`src/rtl/outport_credit.sv`:
```
// Output-port stage: registers the crossbar output onto the link and keeps
// one saturating credit counter per virtual channel.

`ifndef DATAW
`define DATAW 7
`endif
`ifndef VCHW
`define VCHW 0
`endif

module outport_credit #(
  parameter int NVC         = 2,
  parameter int CREDIT_INIT = 4,
  parameter int CNTW        = 4
) (
  input  logic                  clk,
  input  logic                  rst_,
  input  logic [`DATAW:0]       idata,
  input  logic                  ivalid,
  input  logic [`VCHW:0]        ivch,
  output logic [`DATAW:0]       odata,
  output logic                  ovalid,
  output logic [`VCHW:0]        ovch,
  input  logic                  icredit,
  input  logic [`VCHW:0]        icredit_vch,
  output logic [NVC-1:0]        ordy,
  output logic [NVC*CNTW-1:0]   ocnt,
  output logic [1:0]            err
);

  localparam int VW = `VCHW + 1;
  localparam logic signed [CNTW:0] INIT_S = (CNTW+1)'(CREDIT_INIT);

  logic [CNTW-1:0]        cnt      [NVC];
  logic [CNTW-1:0]        cnt_next [NVC];
  logic signed [CNTW:0]   sum      [NVC];
  logic signed [CNTW:0]   dec_s    [NVC];
  logic signed [CNTW:0]   inc_s    [NVC];
  logic [NVC-1:0]         under;
  logic [NVC-1:0]         over;

  // Per-VC next credit count: signed sum, clamped to 0..CREDIT_INIT with error flags
  always_comb begin
    under = '0;
    over  = '0;
    for (int v = 0; v < NVC; v++) begin
      dec_s[v]    = '0;
      inc_s[v]    = '0;
      dec_s[v][0] = ivalid && (ivch == VW'(v));
      inc_s[v][0] = icredit && (icredit_vch == VW'(v));
      sum[v]      = $signed({1'b0, cnt[v]}) - dec_s[v] + inc_s[v];
      cnt_next[v] = sum[v][CNTW-1:0];
      if (sum[v] < 0) begin
        cnt_next[v] = '0;
        under[v]    = 1'b1;
      end else if (sum[v] > INIT_S) begin
        cnt_next[v] = CNTW'(CREDIT_INIT);
        over[v]     = 1'b1;
      end
    end
  end

  // Link register, credit counters and sticky error flags
  always_ff @(posedge clk) begin
    if (rst_) begin
      odata  <= '0;
      ovch   <= '0;
      ovalid <= 1'b0;
      err    <= '0;
      for (int v = 0; v < NVC; v++) cnt[v] <= CNTW'(CREDIT_INIT);
    end else begin
      ovalid <= ivalid;
      if (ivalid) begin
        odata <= idata;
        ovch  <= ivch;
      end
      for (int v = 0; v < NVC; v++) cnt[v] <= cnt_next[v];
      if (|under) err[0] <= 1'b1;
      if (|over)  err[1] <= 1'b1;
    end
  end

  // Ready flags and debug counter view decoded from the counter registers
  always_comb begin
    ordy = '0;
    ocnt = '0;
    for (int v = 0; v < NVC; v++) begin
      ordy[v]               = (cnt[v] != '0);
      ocnt[v*CNTW +: CNTW]  = cnt[v];
    end
  end

endmodule

```
`config.mk`:
```
export PLATFORM = sky130hd
export DESIGN_NAME = outport_credit
export DESIGN_NICKNAME = d
export VERILOG_FILES = /design/src/rtl/outport_credit.sv
export SDC_FILE = /design/constraint.sdc
export NUM_CORES = 1
export LEC_CHECK = 0
export BUFFER_PORTS_ARGS = -buffer_cell sky130_fd_sc_hd__buf_2
export CAP_MARGIN = 10
export CORE_AREA = 2 2 48 50
export CTS_BUF_LIST = sky130_fd_sc_hd__clkbuf_8
export DETAILED_ROUTE_END_ITERATION = 10
export DIE_AREA = 0 0 50 52
export PLACE_DENSITY = 0.89
export SLEW_MARGIN = 10
export SYNTH_ARGS = -nofsm -noshare
export SYNTH_HDL_FRONTEND = slang
export SYNTH_SLANG_ARGS = --single-unit
```
`constraint.sdc`:
```
create_clock -name clk -period 6.3 [get_ports clk]
set_input_delay 0.315 -clock clk [delete_from_list [all_inputs] [get_ports clk]]
set_output_delay 0.315 -clock clk [all_outputs]
set_load 0.005 [all_outputs]
```
* After elaboration in Yosys (flattened, before gate mapping)
Memories as Yosys holds them, arrays and structs flattened.
Cells that the tools add are included.
** Cells by class
- Add/subtract/negate cells :: 4
- Magnitude comparators :: 4
- Multiplexer cells :: 15
- Bitwise gates (word level) :: 4
- Reduce and logical (&&, ||, !) cells :: 8
** Operators with widths (number)
- 2-to-1 mux 4 bit :: 6
- adder 5 x 2 -> 5 bit :: 2
- > comparator 5 x 4 -> 1 bit (second input constant) :: 2
- < comparator 5 x 1 -> 1 bit (second input constant) :: 2
- subtractor 4 x 1 -> 5 bit :: 2
- 2-to-1 mux 1 bit :: 9
- nonzero test 4 bit :: 2
- logical AND 1 bit :: 4
- OR reduction 2 bit :: 2
- NOT 1 bit :: 2
- OR 1 bit :: 2
** Word-level totals
- Register bits :: 12
- Bits in writable memories :: 8
- Word-level logic and storage cells :: 41
- Memories :: 1
** Memories
- cnt :: words 2, width 4, read ports 2, clocked after Yosys merged registers in 0, write ports 2, line 34 : logic [CNTW-1:0] cnt [NVC];

* Longest topological paths before layout
Gate-level depths: netlist of the first run.
- Word-level depth :: 8
- Gate-level depth with buffers :: 13
- Mapped depth without buffers :: 12

* Worst setup path before layout of the first run
Ideal clock, no wire load.
- Kind :: input to register
- Start :: in ivalid
- End :: mem cnt[0][1]
- Data arrival time :: 2320 ps
- Required time :: 6204 ps
- Path slack :: 3884 ps
- Cell stages on the path :: 12
- Buffers on the path :: 1
- Path through :: buf_2 > inv_1 > nor2_1 > ha_1 > inv_1 > ha_1 > inv_1 > fa_1 > nand2b_1 > a21oi_1 > xnor2_1 > nor4b_1
** RTL lines
- start, declared :: line 19 : input logic ivalid,
- end, declared :: line 34

==> impl_metrics.yaml, run 1 <==
placed_design:
  dp_slack_ns: 3.56
  io_buffers: 35
  dp_hpwl_um: 1720
  gp_congestion: 0.726
detailed_routing:
  finalWirelength_um: 2090
  drc: 0
  routed_via_density: 5.00
  drtPass1Iterations: 4
  first_iter_violations: 10
  antenna_left: 0
  wl_per_cell_um: 11.7
  vias: 895
synth:
  synth.top_cell.area_share_pct: 36.7
  synth-compound-area-share_pct: 10.4
  netlist_area_um2: 1090
  synth_edf_count: 0
  postSynthCellCount: 115
  synthTopCellsByCount: "20 x dfxtp_1, 15 x inv_1, 15 x nor2_1, 12 x ha_1, 8 x mux2i_1"
  synth_top_family_by_area: "simple AND/OR/NAND/NOR gates"
  yosys_register_bits: 20
  synth_warnings: 0
  synth_async_sr_flop_share_pct: 0
  synth-simple-area-share_pct: 18.1
  muxShareOfSynthArea_pct: 7.35
  synth_top_area_cell: "dfxtp_1"
  synth_area_leaders: "dfxtp_1 37%, ha_1 14%, mux2i_1 7.3%, inv_1 5.2%, nor2_1 5.2%"
  synth_most_common_cell: "dfxtp_1"
  synth-adder-area-share_pct: 17.5
  ys_types: 29
  ys_seq_area_share_pct: 36.7
  synth-main-ff-cell: "dfxtp_1"
  synthXorXnorAreaFrac_pct: 3.21
  syn_area_per_cell_um2: 9.48
clock_tree:
  clk_pin_slew_ns: 0.07
  post_cts_resized: 0
  cts_root_buffer: "clkbuf_8"
  post-cts-setup-buffers: 0
  htreeDepth: 1
  clock_sinks: 20
  clk_latency_ns: 0.25
  clk_path_buf_depth: 2
  cts_buffers: 3
  cts_tree: "yes"
  cts-hold-fix-buffers: 0
timing:
  hold_viol: 0
  slew_viol_final: 0
  finClkSkew_ns: 0.00346
  tns_ns: 0
  setup_viol: 0
  period_share_pct: 39.3
  rsz0062_at_grt: "no"
  fmax_mhz: 404
  period_minus_slack_ns: 2.48
  fin_ws_ns: 3.82
setup_path:
  worst_setup_path_end_kind: "register"
  path_class: "input port to register"
  cp.arrival_ns: 2.64
  critPathMaxFanout: 10
  critPathRequiredTime_ns: 6.46
  start_kind: "input port"
floorplan:
  io_pins: 36
  row_count: 17
  die_w_um: 50
  fp.coreArea_um2: 2110
  start_util_pct: 51.8
  design.die.area_um2: 2600
  dieHeight_um: 52
finish:
  drive_above_1_share_pct: 31.1
  syn_to_final_growth_pct: 22.3
  seqCellArea_um2: 400
  n_antenna_cell: 0
  nNetsFinal: 181
  fillers: 177
  multi_input_area_um2: 624
power_and_ir_drop:
  p_leak_uw: 0.000685
  power_uw: 427
  powerDensity_nw_per_um2: 320
  ir_worst_vdd_v: 0.000166
worst_hold_path:
  hold_class: "input port to register"
global_route:
  antenna_found_initial: 0
  grt_max_degree: 18
  grt_pass1_wl_um: 3580
  first_global_vias: 875
  grt_util_all_layers_pct: 18.0
  grt_overflow: 0
status:
  status: "finished, final reports clean"
run:
  cap_violations: 0
## per-layer routing
layer  vias up  global-route usage (%)  wire [um]
met5         -                       0          0
met4         0                    10.2         68
met3         9                    5.46        151
met2        35                    30.5       1020
met1       405                    19.9        845
li1        446                       -          -
## sequential cells by signal, indices dropped and copies added, names as in the netlist
name	cells
err	2
odata	8
ovch	1
ovalid	1
cnt	8
## cell type report
cell class / count / share of cell area (%)
Sequential cell: 20 / 30.0
Clock buffer: 3 / 3.10
Tap cell: 28 / 2.63
Inverter: 15 / 4.23
Timing Repair Buffer: 35 / 13.1
Multi-Input combinational cell: 78 / 46.9
## placed cells by master (no fill, tap or decap), drive strengths merged, types with 3 or more instances in the layout
master / n
nand3: 3
xnor2: 3
nand2b: 4
inv: 15
o21ai: 5
clkbuf: 3
and2: 4
dfxtp: 20
ha: 12
buf: 35
mux2i: 8
nor2: 15
a21oi: 6
## worst paths after layout
path	startpoint	to	slack [ns]	cells after the start
min	idata[4]	odata[4]	0.30	3
max	ivalid	cnt[0][0]	3.82	12
min reg2reg	odata[6]	odata[6]	0.50	2
max reg2reg	cnt[0][4]	cnt[0][5]	3.93	10
## metrics by stage
stage          instance area, um^2  util [%]  hold slack (ns)  cells
6_report                      1330      63.3            0.301    179
5_1_grt                       1330      63.3            0.311    179
4_1_cts                       1330      63.3            0.298    179
3_5_place_dp                  1290      61.3            0.485    176
3_3_place_gp                  1290      61.3            0.471    176
2_1_floorplan                 1090         -            0.462    116
## report_power, final
part           internal, uW  total [uW]  switching, uW
Clock                  42.5        80.1           37.5
Combinational          91.4         192            101
Sequential              144         155           10.7
Total                   278         427            149
## worst max-delay path: stages
cell and delay, ns:
buf_2 0.23, inv_1 0.12, nor2_1 0.16, ha_1 0.25, inv_1 0.06, ha_1 0.18
inv_1 0.07, fa_1 0.43, nand2b_1 0.16, a21oi_1 0.17, xnor2_1 0.23, nor4b_1 0.27
## cell families (layout without fill, tap and decap cells)
family / after synthesis / count (layout)
and+or+nand+nor: 34 / 34
other: 1 / 2
adders and majority gates: 14 / 14
xor gates and xnor gates: 4 / 4
AOI/OAI and AO/OA: 16 / 16
muxes: 8 / 8
buffers and inverters: 18 / 53
DFF: 20 / 20
No activity file was read; power rests on OpenSTA's default activity.
==> inputs of run 2 (changes only) <==
--- a/config.mk
+++ b/config.mk
@@ -7,11 +7,11 @@
 export LEC_CHECK = 0
 export BUFFER_PORTS_ARGS = -buffer_cell sky130_fd_sc_hd__buf_2
 export CAP_MARGIN = 10
-export CORE_AREA = 2 2 48 50
+export CORE_AREA = 2 2 52 54
 export CTS_BUF_LIST = sky130_fd_sc_hd__clkbuf_8
 export DETAILED_ROUTE_END_ITERATION = 10
-export DIE_AREA = 0 0 50 52
-export PLACE_DENSITY = 0.89
+export DIE_AREA = 0 0 54 56
+export PLACE_DENSITY = 0.8
 export SLEW_MARGIN = 10
 export SYNTH_ARGS = -nofsm -noshare
 export SYNTH_HDL_FRONTEND = slang
==> constraint.sdc (replaced) <==
create_clock -name clk -period 1.99 [get_ports clk]
set_input_delay 0.0995 -clock clk [delete_from_list [all_inputs] [get_ports clk]]
set_output_delay 0.0995 -clock clk [all_outputs]
set_load 0.005 [all_outputs]
==> impl_metrics.yaml, run 2 (synthesis gave the netlist of run 1 again) <==
global_route:
  grt_overflow: 0
  antenna_found_initial: 0
  grt_util_all_layers_pct: 18.4
  grt_max_degree: 18
  first_global_vias: 970
  grt_pass1_wl_um: 4040
finish:
  multi_input_area_um2: 747
  instances_no_fill: 191
  final_common_cell: "buf_2"
  drive_above_1_share_pct: 49.7
  fillers: 213
  seqCellArea_um2: 403
  syn_to_final_growth_pct: 41.7
  reg.largest.list: "cnt: 8 flops, odata: 8 flops, err: 2 flops"
  nNetsFinal: 190
  final_cell_mix: "35 x buf_2, 18 x dfxtp_1, 14 x nor2_1, 9 x inv_1, 9 x buf_4"
  n_antenna_cell: 0
setup_path:
  cp_cell_sequence: "inv_2 > ha_4 > inv_4 > ha_4 > inv_2 > fa_2 > nand2b_1 > a2bb2oi_2 > o21ai_2 > a21oi_1 > a21oi_1"
  cp.arrival_ns: 2.17
  crit_buf_inv: 3
  critPathMaxFanout: 4
  slowest_delay_ns: 0.54
  start_kind: "register"
  worst_setup_path_end_kind: "register"
  critPathRequiredTime_ns: 2.12
  r2r-end: "err[1]"
  cp_top_family: "adder cells"
  r2r_cells: 11
  r2r_setup_slack_ns: -0.06
  r2r-start: "cnt[0][0]"
  path_class: "register to register"
  cp_slowest_cell: "fa_2"
clock_tree:
  cts-hold-fix-buffers: 0
  cts_root_buffer: "clkbuf_8"
  clk_path_buf_depth: 2
  cts_tree: "yes"
  clock_sinks: 20
  cts_buffers: 3
  htreeDepth: 1
  clk_latency_ns: 0.25
  clk_pin_slew_ns: 0.08
timing:
  fmax_mhz: 489
  hold_slack_ns: 0.0844
  period_share_pct: 103
  finClkSkew_ns: 0.00676
  tns_ns: -0.0825
  period_minus_slack_ns: 2.05
  fin_ws_ns: -0.0570
  rsz0062_at_grt: "yes"
  hold_viol: 0
  setup_viol: 2
  slew_viol_final: 0
detailed_routing:
  routed_via_density: 5.01
  antenna_left: 0
  vias: 957
  drtPass1Iterations: 4
  first_iter_violations: 14
  wl_per_cell_um: 13.1
  drc: 0
  finalWirelength_um: 2500
floorplan:
  row_count: 18
  die_w_um: 54
  dieHeight_um: 56
  start_util_pct: 44.8
  fp.coreArea_um2: 2430
  design.die.area_um2: 3020
  io_pins: 36
placed_design:
  gp_congestion: 0.746
  dp_cells: 184
  io_buffers: 35
  dp_hpwl_um: 1950
  dp_slack_ns: -0.129
power_and_ir_drop:
  powerDensity_nw_per_um2: 1030
  p_leak_uw: 0.000751
  ir_worst_vdd_v: 0.000625
  power_uw: 1590
worst_hold_path:
  min-delay-start: "idata[1]"
  min_to: "odata[1]"
  hold_class: "input port to register"
  whs_path_depth: 3
run:
  cap_violations: 0
status:
  status: "complete, but fails checks"
  failed_checks: "setup timing"
[run 2: worst max-delay path by stage]
| stage | start | to | slack, ns | cells after the start |
|---|---|---|---|---|
| after floorplan | cnt[0][4] | err[1] | 0.003 | 10 |
| after global placement | ivalid | cnt[0][0] | -0.06 | 12 |
| after detailed placement | ivch | err[1] | -0.13 | 11 |
| after CTS | cnt[0][0] | cnt[0][1] | -0.07 | 10 |
| after global routing | cnt[0][0] | err[1] | -0.12 | 11 |
| final | cnt[0][0] | err[1] | -0.06 | 11 |
[run 2: layout make-up]
cell class | instances | share of cell area (%)
multi-input cells | 78 | 48.4
inverters | 15 | 3.81
clock buffers | 4 | 3.57
repair buffers | 44 | 15.7
well taps | 30 | 2.43
flip-flops and latches | 20 | 26.1
[run 2: stage by stage]
stage               util, %  instance area (um^2)
floorplan                 -                  1170
global route           63.5                  1540
CTS                    62.0                  1510
detailed placement     57.9                  1410
global placement       57.9                  1410
finish                 63.5                  1540
[run 2: timing repair]
action | 4_1_cts | 5_1_grt
resized for setup | 6 | 5
pin swaps | 12 | 8
setup endpoints to repair | 8 | 8
buffers inserted | 2 | 1
[run 2: power by group]
group / switching (uW) / internal [uW]
Sequential: 37.5 / 458
Clock: 126 / 176
Combinational: 402 / 396
Total: 565 / 1030
[run 2: routing by layer]
| layer | vias up | part of all wire, % | global-route usage, % |
|---|---|---|---|
| li1 | 467 | - | - |
| met1 | 456 | 38 | 19.2 |
| met2 | 28 | 56 | 34.8 |
| met3 | 6 | 4.3 | 2.69 |
| met4 | 0 | 1.7 | 7.14 |
| met5 | - | 0 | 0 |
[run 2: worst reg2reg max path, stage by stage, from the launching register on]
cell and delay [ns]:
dfxtp_2 0.34, inv_2 0.05, ha_4 0.22, inv_4 0.05, ha_4 0.13, inv_2 0.03
fa_2 0.54, nand2b_1 0.07, a2bb2oi_2 0.13, o21ai_2 0.10, a21oi_1 0.15, a21oi_1 0.10
==> inputs of run 3 (changes only) <==
--- a/config.mk
+++ b/config.mk
@@ -7,11 +7,11 @@
 export LEC_CHECK = 0
 export BUFFER_PORTS_ARGS = -buffer_cell sky130_fd_sc_hd__buf_2
 export CAP_MARGIN = 10
-export CORE_AREA = 2 2 52 54
+export CORE_AREA = 2 2 53 55
 export CTS_BUF_LIST = sky130_fd_sc_hd__clkbuf_8
 export DETAILED_ROUTE_END_ITERATION = 10
-export DIE_AREA = 0 0 54 56
-export PLACE_DENSITY = 0.8
+export DIE_AREA = 0 0 55 57
+export PLACE_DENSITY = 0.78
 export SLEW_MARGIN = 10
 export SYNTH_ARGS = -nofsm -noshare
 export SYNTH_HDL_FRONTEND = slang
==> impl_metrics.yaml, run 3 (synthesis gave the netlist of run 1 again) <==
setup_path:
  cp.arrival_ns: 2.19
  path_class: "register to register"
  worst_setup_path_end_kind: "register"
  start_kind: "register"
  critPathMaxFanout: 5
  critPathRequiredTime_ns: 2.15
finish:
  final_common_cell: "buf_2"
  fin_util_pct: 59.5
  drive_above_1_share_pct: 51.2
  instances_no_fill: 195
  final_cell_mix: "35 x buf_2, 18 x dfxtp_1, 14 x nor2_1, 12 x buf_4, 9 x inv_1"
  fillers: 233
  nNetsFinal: 193
  n_antenna_cell: 0
  reg.largest.list: "cnt: 8 flops, odata: 8 flops, err: 2 flops"
  syn_to_final_growth_pct: 42.8
floorplan:
  start_util_pct: 41.7
  row_count: 19
  fp.coreArea_um2: 2620
  die_w_um: 55
  dieHeight_um: 57
  design.die.area_um2: 3140
  io_pins: 36
detailed_routing:
  vias: 938
  finalWirelength_um: 2420
  routed_via_density: 4.81
  drtPass1Iterations: 4
  drc: 0
  first_iter_violations: 20
  wl_per_cell_um: 12.4
  antenna_left: 0
clock_tree:
  htreeDepth: 1
  cts_buffers: 3
  clock_sinks: 20
  cts_root_buffer: "clkbuf_8"
  cts_tree: "yes"
  clk_pin_slew_ns: 0.08
  clk_latency_ns: 0.26
  clk_path_buf_depth: 2
timing:
  period_share_pct: 102
  rsz0062_at_grt: "yes"
  period_minus_slack_ns: 2.03
  tns_ns: -0.0891
  setup_viol: 4
  hold_viol: 0
  finClkSkew_ns: 0.00605
  fmax_mhz: 492
  fin_ws_ns: -0.0426
  slew_viol_final: 0
global_route:
  antenna_found_initial: 0
  first_global_vias: 965
  grt_pass1_wl_um: 4140
  grt_overflow: 0
  grt_max_degree: 18
  grt_util_all_layers_pct: 18.3
placed_design:
  io_buffers: 35
  dp_cells: 187
  dp_slack_ns: -0.185
  gp_congestion: 0.792
  dp_hpwl_um: 1870
power_and_ir_drop:
  p_leak_uw: 0.000767
  ir_worst_vdd_v: 0.000711
  powerDensity_nw_per_um2: 1010
status:
  status: "complete, but fails checks"
  failed_checks: "setup timing"
worst_hold_path:
  hold_class: "input port to register"
run:
  cap_violations: 0
[run 3: layout make-up]
type	count	area, um^2	area share (%)
Sequential cell	20	403	25.9
Multi-Input combinational cell	78	736	47.3
Timing Repair Buffer	47	265	17.0
Tap cell	31	38.8	2.49
Inverter	15	58.8	3.78
Clock buffer	4	55.1	3.54
[run 3: worst paths after layout]
kind	startpoint	to	slack, ns	cells past startpoint
hold / removal	idata[0]	odata[0]	0.07	3
setup / recovery	cnt[0][0]	cnt[0][0]	-0.04	10
hold reg to reg	odata[1]	odata[1]	0.49	2
setup reg to reg	cnt[0][0]	cnt[0][0]	-0.04	10
[run 3: timing repair]
item | CTS | global route
resized for setup | 9 | 2
setup endpoints to repair | 8 | 8
gates cloned | 0 | 0
hold buffers | 0 | 0
buffers inserted | 3 | 1
pin swaps | 14 | 5
[run 3: per-stage QoR]
step	hold WS (ns)	area (um^2)	power, uW
floorplan	0.247	1170	1010
global placement	0.334	1430	1160
detailed placement	0.345	1430	1200
CTS	0.0676	1550	1580
global route	0.0829	1560	1700
finish	0.0720	1560	1580
[run 3: power by group]
| group | switching (uW) | internal [uW] | total, uW |
|---|---|---|---|
| logic | 389 | 386 | 775 |
| clock network | 133 | 176 | 310 |
| registers | 36.0 | 458 | 494 |
[run 3: layer usage]
metal	share of wire [%]	vias to the layer above	track usage, %	wire length, um
li1	-	472	-	-
met1	41	430	22.0	1000
met2	51	30	30.8	1230
met3	5.3	6	2.88	128
met4	2.6	0	8.71	63
met5	0	-	0	0
[run 3: critical path, stage by stage (launching register included)]
cell and delay (ns):
dfxtp_2 0.33, inv_2 0.05, ha_4 0.21, inv_4 0.05, ha_4 0.12, inv_2 0.04
fa_2 0.37, nand2b_4 0.15, a21oi_2 0.17, xnor2_2 0.18, nor4b_2 0.26
